===== src/rtl/bcd_countdown_timer_pkg.sv =====
// timer_pkg: shared constants and helpers for the BCD countdown timer.
//   BCD_W                    width of one BCD digit
//   ST_IDLE/RUN/PAUSE/END    FSM state encoding
//   digit_max(idx)           largest value digit idx may hold
// Optional macro TIMER_MMSS_EN: digits 1 and 3 top out at 5 (mm:ss format).
package timer_pkg;
    localparam int BCD_W = 4;

    localparam logic [1:0] ST_IDLE  = 2'd0;
    localparam logic [1:0] ST_RUN   = 2'd1;
    localparam logic [1:0] ST_PAUSE = 2'd2;
    localparam logic [1:0] ST_END   = 2'd3;

    function automatic logic [BCD_W-1:0] digit_max(input int idx);
`ifdef TIMER_MMSS_EN
        return (idx == 1 || idx == 3) ? 4'd5 : 4'd9;
`else
        return 4'd9;
`endif
    endfunction
endpackage


===== src/rtl/bcd_countdown_timer_if.sv =====
// bcd_countdown_timer_if: command/status bundle of the BCD timer.
//   master: drives CE, START, STOP, LOAD, LOAD_VAL, UP; reads Q, RUN, DONE
//   slave : the timer core
interface bcd_countdown_timer_if #(parameter int DIGITS = 4);
    logic                  CE;
    logic                  START;
    logic                  STOP;
    logic                  LOAD;
    logic [4*DIGITS-1:0]   LOAD_VAL;
    logic                  UP;
    logic [4*DIGITS-1:0]   Q;
    logic                  RUN;
    logic                  DONE;

    modport master (output CE, START, STOP, LOAD, LOAD_VAL, UP,
                    input  Q, RUN, DONE);
    modport slave  (input  CE, START, STOP, LOAD, LOAD_VAL, UP,
                    output Q, RUN, DONE);
endinterface


===== src/rtl/bcd_countdown_timer_bcd_digit_cnt.sv =====
// bcd_digit_cnt: one registered BCD digit of the ripple counter.
//   i_clk, i_rst_n  clock, async active-low reset (digit -> 0)
//   i_load          load i_load_val, clamped to MAX
//   i_en            commit o_nxt into the register
//   i_up            step direction (1 = up)
//   i_cin           carry/borrow in: this digit steps when set
//   o_q             current digit
//   o_nxt           digit value after a step (o_q when i_cin is low)
//   o_cout          carry/borrow out: this digit steps and wraps
// Optional macro TIMER_MMSS_EN affects MAX via timer_pkg::digit_max.
module bcd_digit_cnt
    import timer_pkg::*;
#(
    parameter logic [BCD_W-1:0] MAX = 4'd9
) (
    input  logic             i_clk,
    input  logic             i_rst_n,
    input  logic             i_load,
    input  logic [BCD_W-1:0] i_load_val,
    input  logic             i_en,
    input  logic             i_up,
    input  logic             i_cin,
    output logic [BCD_W-1:0] o_q,
    output logic [BCD_W-1:0] o_nxt,
    output logic             o_cout
);
    logic [BCD_W-1:0] r_q;
    logic             w_at_lim;
    logic [BCD_W-1:0] w_step;

    assign w_at_lim = i_up ? (r_q == MAX) : (r_q == '0);

    always_comb begin
        w_step = r_q;
        if (i_up) w_step = w_at_lim ? '0 : r_q + 4'd1;
        else      w_step = w_at_lim ? MAX : r_q - 4'd1;
    end

    assign o_nxt  = i_cin ? w_step : r_q;
    assign o_cout = i_cin & w_at_lim;
    assign o_q    = r_q;

    always_ff @(posedge i_clk or negedge i_rst_n) begin
        if (!i_rst_n)
            r_q <= '0;
        else if (i_load)
            r_q <= (i_load_val > MAX) ? MAX : i_load_val;
        else if (i_en)
            r_q <= o_nxt;
    end
endmodule


===== src/rtl/bcd_countdown_timer.sv =====
// bcd_countdown_timer: BCD up/down timer with preset, start/stop/load and
// a one-cycle DONE pulse on reaching the terminal value.
//   CLK   system clock
//   CLR   async active-low reset
//   bus   bcd_countdown_timer_if.slave (commands in, Q/RUN/DONE out)
// Optional macro TIMER_MMSS_EN: mm:ss digit maxima (needs DIGITS >= 2).
module bcd_countdown_timer
    import timer_pkg::*;
#(
    parameter int DIGITS = 4
) (
    input  logic                  CLK,
    input  logic                  CLR,
    bcd_countdown_timer_if.slave  bus
);
    localparam int W = BCD_W * DIGITS;

    logic [1:0]    r_state;
    logic [W-1:0]  r_preset;
    logic          r_done;

    logic [W-1:0]  w_q, w_nxt, w_max, w_term, w_load_val;
    logic [DIGITS:0] w_carry;
    logic          w_at_term, w_start_end, w_load, w_tick, w_step, w_hit;

    // The chain is always fed a carry-in of 1, so the ripple out of the top
    // digit says "every digit is at its limit", i.e. Q is already terminal.
    // The register only commits when w_step is set.
    assign w_carry[0] = 1'b1;
    assign w_at_term  = w_carry[DIGITS];

    genvar g;
    generate
        for (g = 0; g < DIGITS; g++) begin : g_dig
            localparam logic [BCD_W-1:0] MX = digit_max(g);
            assign w_max[g*BCD_W +: BCD_W] = MX;
            bcd_digit_cnt #(.MAX(MX)) u_digit (
                .i_clk      (CLK),
                .i_rst_n    (CLR),
                .i_load     (w_load),
                .i_load_val (w_load_val[g*BCD_W +: BCD_W]),
                .i_en       (w_step),
                .i_up       (bus.UP),
                .i_cin      (w_carry[g]),
                .o_q        (w_q[g*BCD_W +: BCD_W]),
                .o_nxt      (w_nxt[g*BCD_W +: BCD_W]),
                .o_cout     (w_carry[g+1])
            );
        end
    endgenerate

    assign w_term      = bus.UP ? w_max : '0;
    assign w_start_end = ~bus.LOAD & bus.START & (r_state == ST_END);
    assign w_load      = bus.LOAD | w_start_end;
    assign w_load_val  = bus.LOAD ? bus.LOAD_VAL : r_preset;

    // A tick survives only in RUN with no LOAD/STOP beside it. If Q is
    // already terminal (direction just flipped) it ends without stepping.
    assign w_tick = ~bus.LOAD & ~bus.STOP & bus.CE & (r_state == ST_RUN);
    assign w_step = w_tick & ~w_at_term;
    assign w_hit  = w_tick & (w_at_term | (w_nxt == w_term));

    always_ff @(posedge CLK or negedge CLR) begin
        if (!CLR) begin
            r_state  <= ST_IDLE;
            r_preset <= '0;
            r_done   <= 1'b0;
        end else begin
            r_done <= w_hit;
            if (bus.LOAD) begin
                r_state  <= ST_IDLE;
                r_preset <= bus.LOAD_VAL;
            end else if (bus.STOP && r_state == ST_RUN) begin
                r_state <= ST_PAUSE;
            end else if (bus.START && r_state != ST_RUN) begin
                if (r_state == ST_END || !w_at_term)
                    r_state <= ST_RUN;
            end else if (w_hit) begin
                r_state <= ST_END;
            end
        end
    end

    assign bus.Q    = w_q;
    assign bus.RUN  = (r_state == ST_RUN);
    assign bus.DONE = r_done;
endmodule


===== src/flat_wrapper.sv =====
// flat-port wrapper written by rule: the top's interface ports become plain ports
module bcd_countdown_timer_flat import timer_pkg::*;
#(
    parameter int DIGITS = 4
)
  (CLK, CLR, bus_CE, bus_START, bus_STOP, bus_LOAD, bus_LOAD_VAL, bus_UP, bus_Q, bus_RUN, bus_DONE);
  bcd_countdown_timer_if #(.DIGITS(DIGITS)) bus_i ();
  input  logic CLK;
  input  logic CLR;
  input wire logic [$bits(bus_i.CE)-1:0] bus_CE;
  input wire logic [$bits(bus_i.START)-1:0] bus_START;
  input wire logic [$bits(bus_i.STOP)-1:0] bus_STOP;
  input wire logic [$bits(bus_i.LOAD)-1:0] bus_LOAD;
  input wire logic [$bits(bus_i.LOAD_VAL)-1:0] bus_LOAD_VAL;
  input wire logic [$bits(bus_i.UP)-1:0] bus_UP;
  output wire logic [$bits(bus_i.Q)-1:0] bus_Q;
  output wire logic [$bits(bus_i.RUN)-1:0] bus_RUN;
  output wire logic [$bits(bus_i.DONE)-1:0] bus_DONE;
  assign bus_i.CE = bus_CE;
  assign bus_i.START = bus_START;
  assign bus_i.STOP = bus_STOP;
  assign bus_i.LOAD = bus_LOAD;
  assign bus_i.LOAD_VAL = bus_LOAD_VAL;
  assign bus_i.UP = bus_UP;
  assign bus_Q = bus_i.Q;
  assign bus_RUN = bus_i.RUN;
  assign bus_DONE = bus_i.DONE;
  bcd_countdown_timer #(.DIGITS(DIGITS)) u_core (.CLK(CLK), .CLR(CLR), .bus(bus_i));
endmodule

===== config.mk =====
export PLATFORM = sky130hd
export DESIGN_NAME = bcd_countdown_timer_flat
export DESIGN_NICKNAME = d
export VERILOG_FILES = /design/src/rtl/bcd_countdown_timer_pkg.sv /design/src/rtl/bcd_countdown_timer_if.sv /design/src/rtl/bcd_countdown_timer_bcd_digit_cnt.sv /design/src/rtl/bcd_countdown_timer.sv /design/src/flat_wrapper.sv
export SDC_FILE = /design/constraint.sdc
export NUM_CORES = 1
export LEC_CHECK = 0
export BUFFER_PORTS_ARGS = -buffer_cell sky130_fd_sc_hd__clkbuf_2
export CAP_MARGIN = 20
export CORE_ASPECT_RATIO = 2
export CORE_MARGIN = 2
export CORE_UTILIZATION = 62
export CTS_CLUSTER_SIZE = 28
export DETAILED_ROUTE_END_ITERATION = 10
export GPL_ROUTABILITY_DRIVEN = 0
export HOLD_SLACK_MARGIN = 0.02
export PLACE_DENSITY = 0.94
export SYNTH_ARGS = -nofsm -noshare
export SYNTH_HDL_FRONTEND = slang
export SYNTH_SLANG_ARGS = --single-unit

===== constraint.sdc =====
create_clock -name CLK -period 8.79 [get_ports CLK]
set_input_delay 1.3185 -clock CLK [delete_from_list [all_inputs] [get_ports CLK]]
set_output_delay 1.3185 -clock CLK [all_outputs]
set_load 0.01 [all_outputs]

### Word level (Yosys, flattened, before mapping)

Cells that the tools add are included.

* bits in registers: 35
* input port bits: 23
* output and inout port bits: 18
* word-level logic and storage cells: 92

* $add $sub $neg: 8
* magnitude comparators: 4
* eq/ne operators: 9
* muxes and demuxes: 38
* bitwise gates (word level): 15
* reductions and logical operators: 11

Operators by type and width (count)
* 4-bit 2-to-1 mux: 27
* 16-bit 2-to-1 mux: 2
* 4-bit by 1-bit adder with 4-bit output, second input constant: 4
* 16-bit == test: 1
* 4-bit == test, second input constant: 4
* 4-bit greater-than comparator, second input constant: 4
* 4-bit zero test: 4
* 4-bit by 1-bit subtractor with 4-bit output, second input constant: 4
* 1-bit bitwise AND: 10
* 2-bit 2-to-1 mux: 5
* 1-bit 2-to-1 mux: 4
* 4-bit by 3-bit inequality test with 1-bit output, second input constant: 1
* 4-bit nonzero test: 1
* 1-bit inverter: 3
* 2-bit by 1-bit == test with 1-bit output, second input constant: 1
* 2-bit == test, second input constant: 1
* 1-bit logical AND: 2
* 2-bit by 1-bit inequality test with 1-bit output, second input constant: 1
* 1-bit OR: 2
* 2-bit AND reduction: 1
* 2-bit nonzero test: 1
* 1-bit zero test: 1
* 1-bit logical OR: 1

### Depth between registers and ports, before layout

Gate-level depths: netlist of the first run.

* depth in word-level cells: 12
* mapped depth: 12
* mapped depth without buffers: 9

### Cells and area by module

Synthesis of the first run repeated with hierarchy kept, for this count alone.

* cells, all modules: 327
* area total of the unflattened synthesis: 2964.1 um2

By module, submodules not included
* bcd_digit_cnt: instances 4, cells an instance 66, area each 526.8 um2, sequential area each 100.1 um2
* bcd_countdown_timer: instances 1, cells an instance 63, area each 857.1 um2, sequential area each 475.5 um2

### Worst setup path before layout of the first run

Ideal clock, no wire load.

* kind: input port to flip-flop
* from: in bus_UP
* to: reg u_core.r_state[1]
* library setup time: 0.080 ns
* arrival time: 3.731 ns
* required time: 8.710 ns
* slack: 4.979 ns
* stages on the path: 7
* buffers on the path: 0
* cells stage by stage: or4b_1 > a22oi_4 > mux2_2 > or3_1 > or4_1 > a211oi_2 > o21bai_1

* longest elaborated chain between the ends: 9
* elaborated cells between the ends (all ways): 31
* classes of those cells: eq/ne (2); mux (20); bitwise (5); reduce/logical (4)

RTL lines
* from (decl): RTL line flat_wrapper.sv:15 `input wire logic [$bits(bus_i.UP)-1:0] bus_UP;`
* 1-bit 2-to-1 mux: RTL line bcd_countdown_timer_bcd_digit_cnt.sv:31 `assign w_at_lim = i_up ? (r_q == MAX) : (r_q == '0);`
* 4-bit 2-to-1 mux (tied with other cells): RTL line bcd_countdown_timer_bcd_digit_cnt.sv:36 `else w_step = w_at_lim ? MAX : r_q - 4'd1;`
* 4-bit 2-to-1 mux / 1-bit bitwise AND (equally long branches): RTL line bcd_countdown_timer_bcd_digit_cnt.sv:35, bcd_countdown_timer_bcd_digit_cnt.sv:40
* 4-bit 2-to-1 mux: RTL line bcd_countdown_timer_bcd_digit_cnt.sv:39 `assign o_nxt = i_cin ? w_step : r_q;`
* 16-bit == test: RTL line bcd_countdown_timer.sv:61 `assign w_hit = w_tick & (w_at_term | (w_nxt == w_term));`
* 1-bit OR: RTL line bcd_countdown_timer.sv:61
* 1-bit bitwise AND: RTL line bcd_countdown_timer.sv:61
* 4-bit nonzero test (no source line)
* 2-bit AND reduction (no source line) (*)
* to (signal assigned): RTL line bcd_countdown_timer.sv:65 `r_state <= ST_IDLE;`
* to (signal assigned): RTL line bcd_countdown_timer.sv:71 `r_state <= ST_IDLE;`
* to (signal assigned): RTL line bcd_countdown_timer.sv:74 `r_state <= ST_PAUSE;`
* to (decl): RTL line bcd_countdown_timer.sv:18 `logic [1:0] r_state;`

Mark *: on every way between the ends. The rest lies on a longest branch, timed or not.
A chain may end at the register's enable or synchronous reset.

### Worst setup path after layout of the first run

Ends and elaborated chain as after synthesis.

==> results.md, run 1 <==
- Number of global-route vias before repair: 2660
- Flop2flop setup slack: 5.32 ns
- Req. time, crit path: 9.00 ns
- Clock Skew: a little under 0.007 ns
- Clk root buf: clkbuf_8
- Crit path time final: 4.27 ns
- Full die area: 5000 um^2
- Hold Path Cell Cnt: 1
- Clock-pin slew on the worst setup and hold paths: ~0.060 ns
- Post-DP HPWL: around 5.1 mm
- Post-synthesis sequential area ratio: 0.320
- Final Hold Viols: 0
- Final net count: 375
- Port bufs: 40
- RSZ-0062 raised after global routing: no
- Vias/cell: 6.75
- Reg2reg path depth: 9
- R2r startpoint: u_core.g_dig[0].u_digit.o_q[0]
- Largest net degree at the start of global routing: 43
- Met2 Resource Use GR: 0.541
- Worst-Skew Late Latency: approximately 0.30 ns
- Dpl cell area: between 2000 and 3000 um^2
- Met3 Usage GRT: 0.0627
- CTS tree: built
- Ports: around 40
- Worst-margin pin slew: 1.14 ns
- Netlist cell types: between 60 and 70
- Core area: about 4300 um^2
- Yosys reg bits: 35
- Post-synthesis average cell area: roughly 8.9 um^2
- Sw Pwr: between 150 and 200 uW
- Met1 GRT Util: 0.328
- PostCTS Resize Cnt: 0
- Slew Limit Fails: 0
- Total GRT Usage: 0.318
- Clock share of power: 0.229
- DR WL/cell: 18.6 um
- WHS Endpoint: u_core.r_preset[8]
- Combinational Power Share: 0.345
- Synth Cell Area: 2740 um^2
- Design internal power: 307 uW
- Number of synthesized flops with an enable pin: 0
- Number of cell rows: 34
- Die Ht: 98.0 um
- Critical R2R Capture: u_core.r_state[1]
- # Post-CTS Setup Buffers: 0
- Global route overflow: 0
- CTS Buffer Depth: 2
- Hold-fix buffers, CTS: 0
- Synth Instances: about 310
- H-tree Lvls: 2
- Status: finished clean
- Crit path from: bus_UP
- Asr flop ratio synth: 1.00
- Initial antenna violation count: 0
- WS Path Type: in2reg
- Mapped Nets: 346
- First-pass GRT wire length: ~12 mm
- Max Cap Violations: 0
- Initial DRC count: ~90
- # diodes: 0
- Synth-to-layout area growth: 9.18%
- Top post-synthesis cells by area: dfrtp_1 (32%), ha_1 (6.4%), mux2_2 (4.9%)
- Most frequent cells after synthesis: dfrtp_1 (35), nand2_1 (21), nor2_1 (21), inv_1 (20), a21oi_1 (17)
- Total wire length: 7.30 mm
- Sw frac: 0.378
- Relative slew slack: 0.239
- Flop pwr share: 0.426
- Post-synth top area share: 0.320
- Design Power: a little under 500 uW
- Post-route clock period utilization: 0.486
- # setup viols final: 0
- CP max FO: 42
- PD cells: roughly 160 nW/um^2
- Worst hold path type: reg2reg
- Residual DRC: 0
- CP Capture Type: flop
- CTS Buf Count: 5
- CP arrival: between 4 and 5 ns
- Synth Flop Type: dfrtp_1
- Die X: ~51 um
- Initial DRT Pass Iterations: 5
- Share of cells above drive strength 1: 0.215
- Top-count cell post-synth: dfrtp_1
- Maximum clock frequency: 234 MHz
- Sink Count: 35
- CP Launch Type: primary input
- Maximum VDD drop: roughly 0.12 mV
- Setup TNS: 0 ns
- Post-route ant nets: 0
- Post-route cell area: 2990 um^2
- Post-synth top area cell: dfrtp_1
- Hold_sp: u_core.r_preset[8]
- Yosys warning total: 0
- Total number of vias: 2653
- Busiest grt layer: met2
- Starting Density: 0.637
- P_leak: approximately 0.0013 uW
==> final cells by class <==
type / count / area [um^2]
inverter: 21 / 78.8
multi-input combinational: 235 / 1690
clock inverter: 1 / 5.00
sequential: 35 / 876
timing repair buffer: 40 / 200
tap: 54 / 67.6
clock buffer: 7 / 76.3
fill: 376 / 1310
==> cells by family after synthesis <==
logic type	Yosys count	share of synthesized area
buf+inv	39	0.0644
simple gates	111	0.236
compound gates	87	0.227
mux	21	0.0822
flops	35	0.320
fa+ha+maj	14	0.0640
xor+xnor	2	0.00640
==> power groups by stage <==
stage | Sequential, uW | Clock [uW] | Combinational [uW]
3_3_place_gp | 210 | 0 | 160
2_1_floorplan | 200 | 0 | 127
6_report | 210 | 113 | 170
3_5_place_dp | 212 | 0 | 165
4_1_cts | 209 | 114 | 167
5_1_grt | 214 | 121 | 188
==> through the flow <==
stage,cells,hold WS [ns],setup WS [ns],utilization
4_1_cts,393,0.504,4.57,0.696
6_report,393,0.503,4.52,0.696
2_1_floorplan,309,0.465,4.98,-
3_3_place_gp,385,0.481,4.37,0.677
3_5_place_dp,385,0.488,4.30,0.677
5_1_grt,393,0.525,4.33,0.696
==> registers in the layout (all words and copies together), names as in the netlist <==
| signal | cells |
|---|---|
| u_core.r_preset | 16 |
| u_core.r_state | 2 |
| u_core.bus.DONE | 1 |
| u_core.g_dig.u_digit.o_q | 16 |
==> worst max path at each step <==
stage | depth (start not counted) | slack [ns] | to
final | 8 | 4.52 | u_core.r_state[1]
after global routing | 8 | 4.33 | u_core.r_state[1]
after CTS | 8 | 4.57 | u_core.r_state[1]
after detailed placement | 8 | 4.30 | u_core.r_state[1]
after global placement | 8 | 4.37 | u_core.r_state[1]
after floorplan | 7 | 4.98 | u_core.r_state[1]
==> critical path, stage by stage <==
cell      delay [ns]
clkbuf_2        0.44
or4b_1          0.75
a22oi_4         0.38
mux2_2          0.38
or3_1           0.33
or4_1           0.48
a211oi_2        0.25
o21bai_1        0.15
==> per-layer routing <==
metal | routed length, um | vias to the layer above
met5 | 0 | -
met4 | 478 | 0
met3 | 469 | 40
met2 | 3760 | 137
met1 | 2580 | 1262
li1 | - | 1214
==> cell usage in the layout (no fill, tap or decap), drive strengths merged, types with 3 or more instances in the layout <==
master,instances
mux2,12
or2,4
a21oi,17
nand4b,4
nand3,15
o21ai,15
ha,14
dfrtp,35
o22ai,4
nor3,5
nand4,3
nor2,22
nor2b,6
nand2,21
clkbuf,47
a211oi,7
nor3b,4
inv,20
o2111ai,3
or3,4
mux2i,9
a221o,4
or4b,4
a31oi,7
nand2b,5
Power figures use the tool's default switching activity.
==> inputs of run 2 (changes only) <==
- CORE_UTILIZATION: 62 -> 52
- PLACE_DENSITY: 0.94 -> 0.85
- clock period: 8.79 -> 3.58 ns (I/O delays scaled with it)
==> results.md, run 2 (synthesis gave the netlist of run 1 again) <==
- Global route overflow: 0 (unchanged)
- P_leak: 0.00136 uW (was 0.00132 uW)
- Post-route ant nets: 0 (unchanged)
- # diodes: 0 (unchanged)
- Maximum clock frequency: a little over 300 MHz
- Relative slew slack: 0.396 (was 0.239)
- FILL cells: 469 (was 376)
- Critical path's top delay family: simple AND/OR/NAND/NOR gates (unchanged)
- H-tree Lvls: 2 (unchanged)
- Residual DRC: 0 (unchanged)
- Most frequent cells in the layout: clkbuf_2 (40), dfrtp_1 (35), nand2_1 (21), nor2_1 (21), inv_1 (20) (unchanged)
- Post-route clock period utilization: 0.907
- Core area: 5090 um^2 (was 4300 um^2)
- CP max FO: 7 (was 42)
- Full die area: 5900 um^2 (was 5000 um^2)
- Area of the multi-input gates: 1690 um^2 (unchanged)
- Port bufs: 40 (unchanged)
- Number of global-route vias before repair: 2550 (was 2660)
- CTS Buf Count: 5 (unchanged)
- Number of cell rows: 37 (was 34)
- Slowest CP cell: or4b_4 (was or4b_1)
- Clock Skew: 0.00855 ns (was 0.00695 ns)
- Final Hold Viols: 0 (unchanged)
- Commonest non-fill, non-tap cell in the layout: clkbuf_2 (unchanged)
- Initial DRT Pass Iterations: 5 (unchanged)
- Vias/cell: 6.57 (was 6.75)
- Worst-margin pin slew: 0.906 ns (was 1.14 ns)
- Met1 WL: 2.65 mm (was 2.58 mm)
- CP arrival: 3.48 ns (was 4.48 ns)
- Routed wl met2: 3.95 mm (was 3.76 mm)
- Worst-Skew Late Latency: 0.30 ns (about the same)
- Share of cells above drive strength 1: 0.232 (was 0.215)
- Die Ht: 107 um (was 98.0 um)
- Worst hold path type: in2async (was reg2reg)
- Slew Limit Fails: 0 (unchanged)
- CP Launch Type: flop (was primary input)
- Worst path cell trace: inv_1 > ha_1 > or4b_4 > a22o_1 > nor2_1 > mux2_2 > or4_1 > a211oi_2 > o21bai_1 (was clkbuf_2 > or4b_1 > a22oi_4 > mux2_2 > or3_1 > or4_1 > a211oi_2 > o21bai_1)
- Clock-pin slew on the worst setup and hold paths: 0.07 ns (was 0.06 ns)
- Fin cells: 403 (was 393)
- Setup TNS: 0 ns (unchanged)
- Largest net degree at the start of global routing: 36 (was 43)
- Flop2flop setup slack: 0.33 ns (was 5.32 ns)
- Sink Count: 35 (unchanged)
- # Post-CTS Setup Buffers: 0 (unchanged)
- Total number of vias: 2648 (was 2653)
- Ports: 41 (unchanged)
- CP Capture Type: flop (unchanged)
- RSZ-0062 raised after global routing: no (unchanged)
- R2r startpoint: u_core.g_dig[0].u_digit.o_q[0] (unchanged)
- Met3 WL: 381 um (was 469 um)
- Worst path max stage delay: 0.55 ns (was 0.75 ns)
- DR WL/cell: 18.3 um (was 18.6 um)
- First-pass GRT wire length: 11.8 mm (was 12.2 mm)
- PD cells: 398 nW/um^2 (was 165 nW/um^2)
- Synth-to-layout area growth: 11.2% (was 9.18%)
- Final net count: 383 (was 375)
- Register Area: 876 um^2 (unchanged)
- Hold-fix buffers, CTS: 0 (unchanged)
- WS Path Type: reg2reg (was in2reg)
- # setup viols final: 0 (unchanged)
- Clk root buf: clkbuf_8 (unchanged)
- Initial antenna violation count: 0 (unchanged)
- Total wire length: 7.36 mm (was 7.30 mm)
- Critical R2R Capture: u_core.r_state[1] (unchanged)
- Reg2reg path depth: 9 (unchanged)
- Initial DRC count: 107 (was 92)
- Req. time, crit path: 3.81 ns (was 9.00 ns)
- Total GRT Usage: 0.253 (was 0.318)
- CTS Buffer Depth: 2 (unchanged)
- Status: finished clean (unchanged)
- PostCTS Resize Cnt: 0 (unchanged)
- Post-DP HPWL: 5.34 mm (was 5.14 mm)
- Placed instance count: 397 (was 385)
- CTS tree: built (unchanged)
- Max Cap Violations: 0 (unchanged)
- Die X: 55.3 um (was 51.0 um)
- Maximum VDD drop: 0.301 mV (was 0.117 mV)
- WP buf/inv: 1 (unchanged)
- Crit path time final: ~3.2 ns
- Uppermost routed layer: met4 (unchanged)
- Starting Density: 0.538 (was 0.637)
-- run 2: area by class of cell --
type                    count  share of cell area
clock buffers               6              0.0238
inverters                  21              0.0259
multi-input cells         235               0.554
flip-flops and latches     35               0.287
well taps                  58              0.0238
repair buffers             48              0.0854
-- run 2: worst max-delay path by stage --
stage | slack (ns) | cells past startpoint | endpoint | startpoint
2_1_floorplan | 0.36 | 10 | u_core.r_state[1] | u_core.g_dig[0].u_digit.o_q[0]
3_3_place_gp | 0.44 | 8 | u_core.r_state[1] | bus_UP
3_5_place_dp | 0.40 | 8 | u_core.r_state[1] | bus_UP
4_1_cts | 0.35 | 9 | u_core.r_state[1] | u_core.g_dig[0].u_digit.o_q[0]
5_1_grt | 0.18 | 9 | u_core.r_state[1] | u_core.g_dig[0].u_digit.o_q[0]
6_report | 0.33 | 9 | u_core.r_state[1] | u_core.g_dig[0].u_digit.o_q[0]
-- run 2: where the power goes --
part / total, uW / switching [uW] / leakage, uW / internal [uW]
logic: 429 / 243 / 0.000901 / 186
registers: 512 / 72.7 / 0.000421 / 439
clock network: 273 / 144 / 0.0000371 / 130
total: 1210 / 459 / 0.00136 / 755
-- run 2: stage by stage --
stage               instance area [um^2]  hold slack (ns)  utilization  power [uW]  setup WS (ns)
global route                        3050            0.427        0.598        1280          0.181
CTS                                 3050            0.399        0.598        1210          0.347
floorplan                           2740            0.241            -         805          0.359
global placement                    2970            0.481        0.584         923          0.438
detailed placement                  2970            0.491        0.584         938          0.395
finish                              3050            0.357        0.598        1210          0.334
-- run 2: layer usage --
metal / global-route usage / vias up
met5: 0 / -
met4: 0.171 / 0
met3: 0.0446 / 33
met2: 0.443 / 114
met1: 0.271 / 1280
li1: - / 1221
==> inputs of run 3 (changes only) <==
- BUFFER_PORTS_ARGS: -buffer_cell sky130_fd_sc_hd__clkbuf_2 -> -buffer_cell sky130_fd_sc_hd__buf_2
- CORE_UTILIZATION: 52 -> 30
- PLACE_DENSITY: 0.85 -> 0.57
- SYNTH_HIERARCHICAL: unset -> 1
==> results.md, run 3 <==
- Status: finished clean (unchanged)
- Initial antenna violation count: 0 (unchanged)
- Most frequent cells after synthesis: dfrtp_1 (35), nor2_1 (28), a21oi_1 (26), nand2_1 (21), inv_1 (18) (was dfrtp_1 (35), nand2_1 (21), nor2_1 (21), inv_1 (20), a21oi_1 (17))
- Flop2flop setup slack: 0.30 ns (was 0.33 ns)
- Most frequent cells in the layout: buf_2 (40), dfrtp_1 (35), nor2_1 (28) (was clkbuf_2 (40), dfrtp_1 (35), nand2_1 (21), nor2_1 (21), inv_1 (20))
- Residual DRC: 0 (unchanged)
- Design internal power: 905 uW (was 755 uW)
- Setup TNS: 0 ns (unchanged)
- Post-synthesis sequential area ratio: 0.295 (was 0.320)
- Synth Flop Type: dfrtp_1 (unchanged)
- WP depth: 12 (was 9)
- Core area: 9700 um^2 (was 5090 um^2)
- Met3 WL: 210 um (was 381 um)
- DR WL/cell: 15.5 um (was 18.3 um)
- Post-route ant nets: 0 (unchanged)
- WP buf/inv: 1 (unchanged)
- Post-synthesis average cell area: 9.06 um^2 (was 8.86 um^2)
- Synth Cell Area: 2960 um^2 (was 2740 um^2)
- Number of cell rows: 51 (was 37)
- Initial DRC count: 219 (was 107)
- P_leak: 0.00146 uW (was 0.00136 uW)
- Starting Density: 0.306 (was 0.538)
- H-tree Lvls: 2 (unchanged)
- Hold-fix buffers, CTS: 0 (unchanged)
- PD cells: 408 nW/um^2 (was 398 nW/um^2)
- Global route overflow: 0 (unchanged)
- Crit path from: u_core/g_dig[0].u_digit/o_q[1] (was u_core.g_dig[0].u_digit.o_q[0])
- Most common cell on crit path: o21a_1
- WS Path Type: reg2reg (unchanged)
- Worst hold path type: in2async (unchanged)
- Flop pwr share: 0.366 (was 0.422)
- First-pass GRT wire length: 12.6 mm (was 11.8 mm)
- Number of global-route vias before repair: 2618 (was 2550)
- Setup ws final: 0.302 ns (was 0.334 ns)
- Synth-to-layout area growth: 15.2% (was 11.2%)
- Asr flop ratio synth: 1.00 (unchanged)
- Relative slew slack: 0.436 (was 0.396)
- Commonest non-fill, non-tap cell in the layout: buf_2 (was clkbuf_2)
- PostCTS Resize Cnt: 0 (unchanged)
- R2r startpoint: u_core/g_dig[0].u_digit/o_q[1] (was u_core.g_dig[0].u_digit.o_q[0])
- Synth Instances: 327 (was 309)
- Maximum clock frequency: 305 MHz (was 308 MHz)
- CTS Buf Count: 5 (unchanged)
- Total GRT Usage: 0.153 (was 0.253)
- Crit path time final: 3.28 ns (was 3.25 ns)
- Worst path max stage delay: 0.46 ns (was 0.55 ns)
- Req. time, crit path: 3.75 ns (was 3.81 ns)
- Critical path's top delay family: compound AO/OA/AOI/OAI gates (was simple AND/OR/NAND/NOR gates)
- Sw frac: 0.351 (was 0.378)
- Total wire length: 7.70 mm (was 7.36 mm)
- Top post-synthesis cells by area: dfrtp_1 (30%), mux2_2 (6.1%), ha_1 (5.1%) (was dfrtp_1 (32%), ha_1 (6.4%), mux2_2 (4.9%))
- CTS tree: built (unchanged)
- Yosys reg bits: 35 (unchanged)
- # setup viols final: 0 (unchanged)
- Total number of vias: 2561 (was 2648)
- FILL cells: 1079 (was 469)
- Vias/cell: 5.15 (was 6.57)
- Worst path cell trace: inv_1 > ha_1 > nor4b_4 > o21a_1 > o21a_1 > o21a_1 > nor2_1 > a21oi_1 > and4_2 > mux2i_1 > or3_1 > a2111oi_2 (was inv_1 > ha_1 > or4b_4 > a22o_1 > nor2_1 > mux2_2 > or4_1 > a211oi_2 > o21bai_1)
- Met1 WL: 2.96 mm (was 2.65 mm)
- Worst-Skew Late Latency: 0.29 ns (was 0.30 ns)
- Fin Hold WS: 0.357 ns (about the same)
- DP Worst Slack: 0.218 ns (was 0.395 ns)
- Share of cells above drive strength 1: 0.296 (was 0.232)
- Top-count cell post-synth: dfrtp_1 (unchanged)
- Maximum VDD drop: 0.169 mV (was 0.301 mV)
- Sink Count: 35 (unchanged)
- Clock-pin slew on the worst setup and hold paths: 0.06 ns (was 0.07 ns)
- Ports: 41 (unchanged)
- Post-synth top area share: 0.295 (was 0.320)
- CP arrival: 3.45 ns (was 3.48 ns)
- RSZ-0062 raised after global routing: no (unchanged)
- Largest net degree at the start of global routing: 41 (was 36)
- Reg2reg path depth: 12 (was 9)
- Clk root buf: clkbuf_16 (was clkbuf_8)
- Post-route clock period utilization: 0.916 (was 0.907)
- Netlist cell types: 50 (was 67)
- Register Area: 876 um^2 (unchanged)
- Die Ht: 145 um (was 107 um)
- Number of synthesized flops with an enable pin: 0 (unchanged)
- Post-synth top area cell: dfrtp_1 (unchanged)
- Placed instance count: 489 (was 397)
- Worst-margin pin slew: 0.846 ns (was 0.906 ns)
- Sw Pwr: 489 uW (was 459 uW)
- Die X: 74.3 um (was 55.3 um)
- # Post-CTS Setup Buffers: 0 (unchanged)
- CP max FO: 11 (was 7)
- Final Hold Viols: 0 (unchanged)
- Combinational Power Share: 0.327 (was 0.353)
- Area of the multi-input gates: 1890 um^2 (was 1690 um^2)
- Initial DRT Pass Iterations: 4 (was 5)
- Yosys warning total: 6 (was 0)
- Max Cap Violations: 0 (unchanged)
- Post-DP HPWL: 5.87 mm (was 5.34 mm)
- Finished Core Util: 0.352 (was 0.598)
- Critical R2R Capture: u_core/bus.DONE (was u_core.r_state[1])
- CP Capture Type: flop (unchanged)
- CP Launch Type: flop (unchanged)
- Slew Limit Fails: 0 (unchanged)
- Final net count: 399 (was 383)
- Full die area: 10700 um^2 (was 5900 um^2)
- Clock share of power: 0.307 (was 0.225)
- Fin cells: 497 (was 403)
- Clock Skew: 0.00500 ns (was 0.00855 ns)
- Worst setup path end: u_core/bus.DONE (was u_core.r_state[1])
- CTS Buffer Depth: 2 (unchanged)
- # diodes: 0 (unchanged)
- Routed wl met2: 4.26 mm (was 3.95 mm)
- Port bufs: 40 (unchanged)
- Uppermost routed layer: met4 (unchanged)
- Slowest CP cell: dfrtp_1 (was or4b_4)
[run 3: worst register-to-register path: stages, from the launching register on]
cell and delay (ns):
dfrtp_1 0.46, inv_1 0.13, ha_1 0.20, nor4b_4 0.29, o21a_1 0.18, o21a_1 0.16
o21a_1 0.36, nor2_1 0.09, a21oi_1 0.19, and4_2 0.24, mux2i_1 0.08, or3_1 0.39
a2111oi_2 0.38
[run 3: kinds of logic (layout without fill, tap and decap cells)]
family                     Yosys count  in the layout  share of synthesized area
xor gates and xnor gates             4              4                     0.0118
and+or+nand+nor                    121            121                      0.258
adders and majority gates           12             12                     0.0507
DFF                                 35             35                      0.295
AOI/OAI and AO/OA                   96             96                      0.244
buffers and inverters               40             77                     0.0713
other                                1              2                    0.00127
muxes                               18             18                     0.0675
[run 3: power by group through the flow]
stage | logic [uW] | clock network (uW) | registers (uW)
3_3_place_gp | 455 | 0 | 517
5_1_grt | 506 | 446 | 522
4_1_cts | 458 | 437 | 512
3_5_place_dp | 455 | 0 | 520
6_report | 456 | 428 | 510
2_1_floorplan | 353 | 0 | 496
[run 3: final cells by class]
type / count / share of cell area
tap: 132 / 0.0484
inverter: 18 / 0.0198
clock inverter: 1 / 0.00147
clock buffer: 7 / 0.0388
sequential: 35 / 0.256
timing repair buffer: 51 / 0.0828
multi-input combinational: 253 / 0.552
[run 3: layer usage]
layer  up-vias  GRT usage
li1       1265          -
met1      1233      0.166
met2        48      0.277
met3        15     0.0202
met4         0     0.0827
met5         -          0
[run 3: how the worst min path moves through the flow]
stage | start | end | slack [ns]
finish | CLR | u_core/r_preset[10] | 0.36
global route | CLR | u_core/r_state[0] | 0.43
CTS | CLR | u_core/r_preset[13] | 0.39
detailed placement | u_core/r_preset[0] | u_core/r_preset[0] | 0.49
global placement | u_core/r_preset[8] | u_core/r_preset[8] | 0.48
floorplan | CLR | u_core/bus.DONE | 0.24
[run 3: per-stage QoR]
stage	power, uW	instance area, um^2
after global placement	972	3280
final	1390	3420
after detailed placement	975	3280
after global routing	1470	3420
after floorplan	849	2980
after CTS	1410	3420
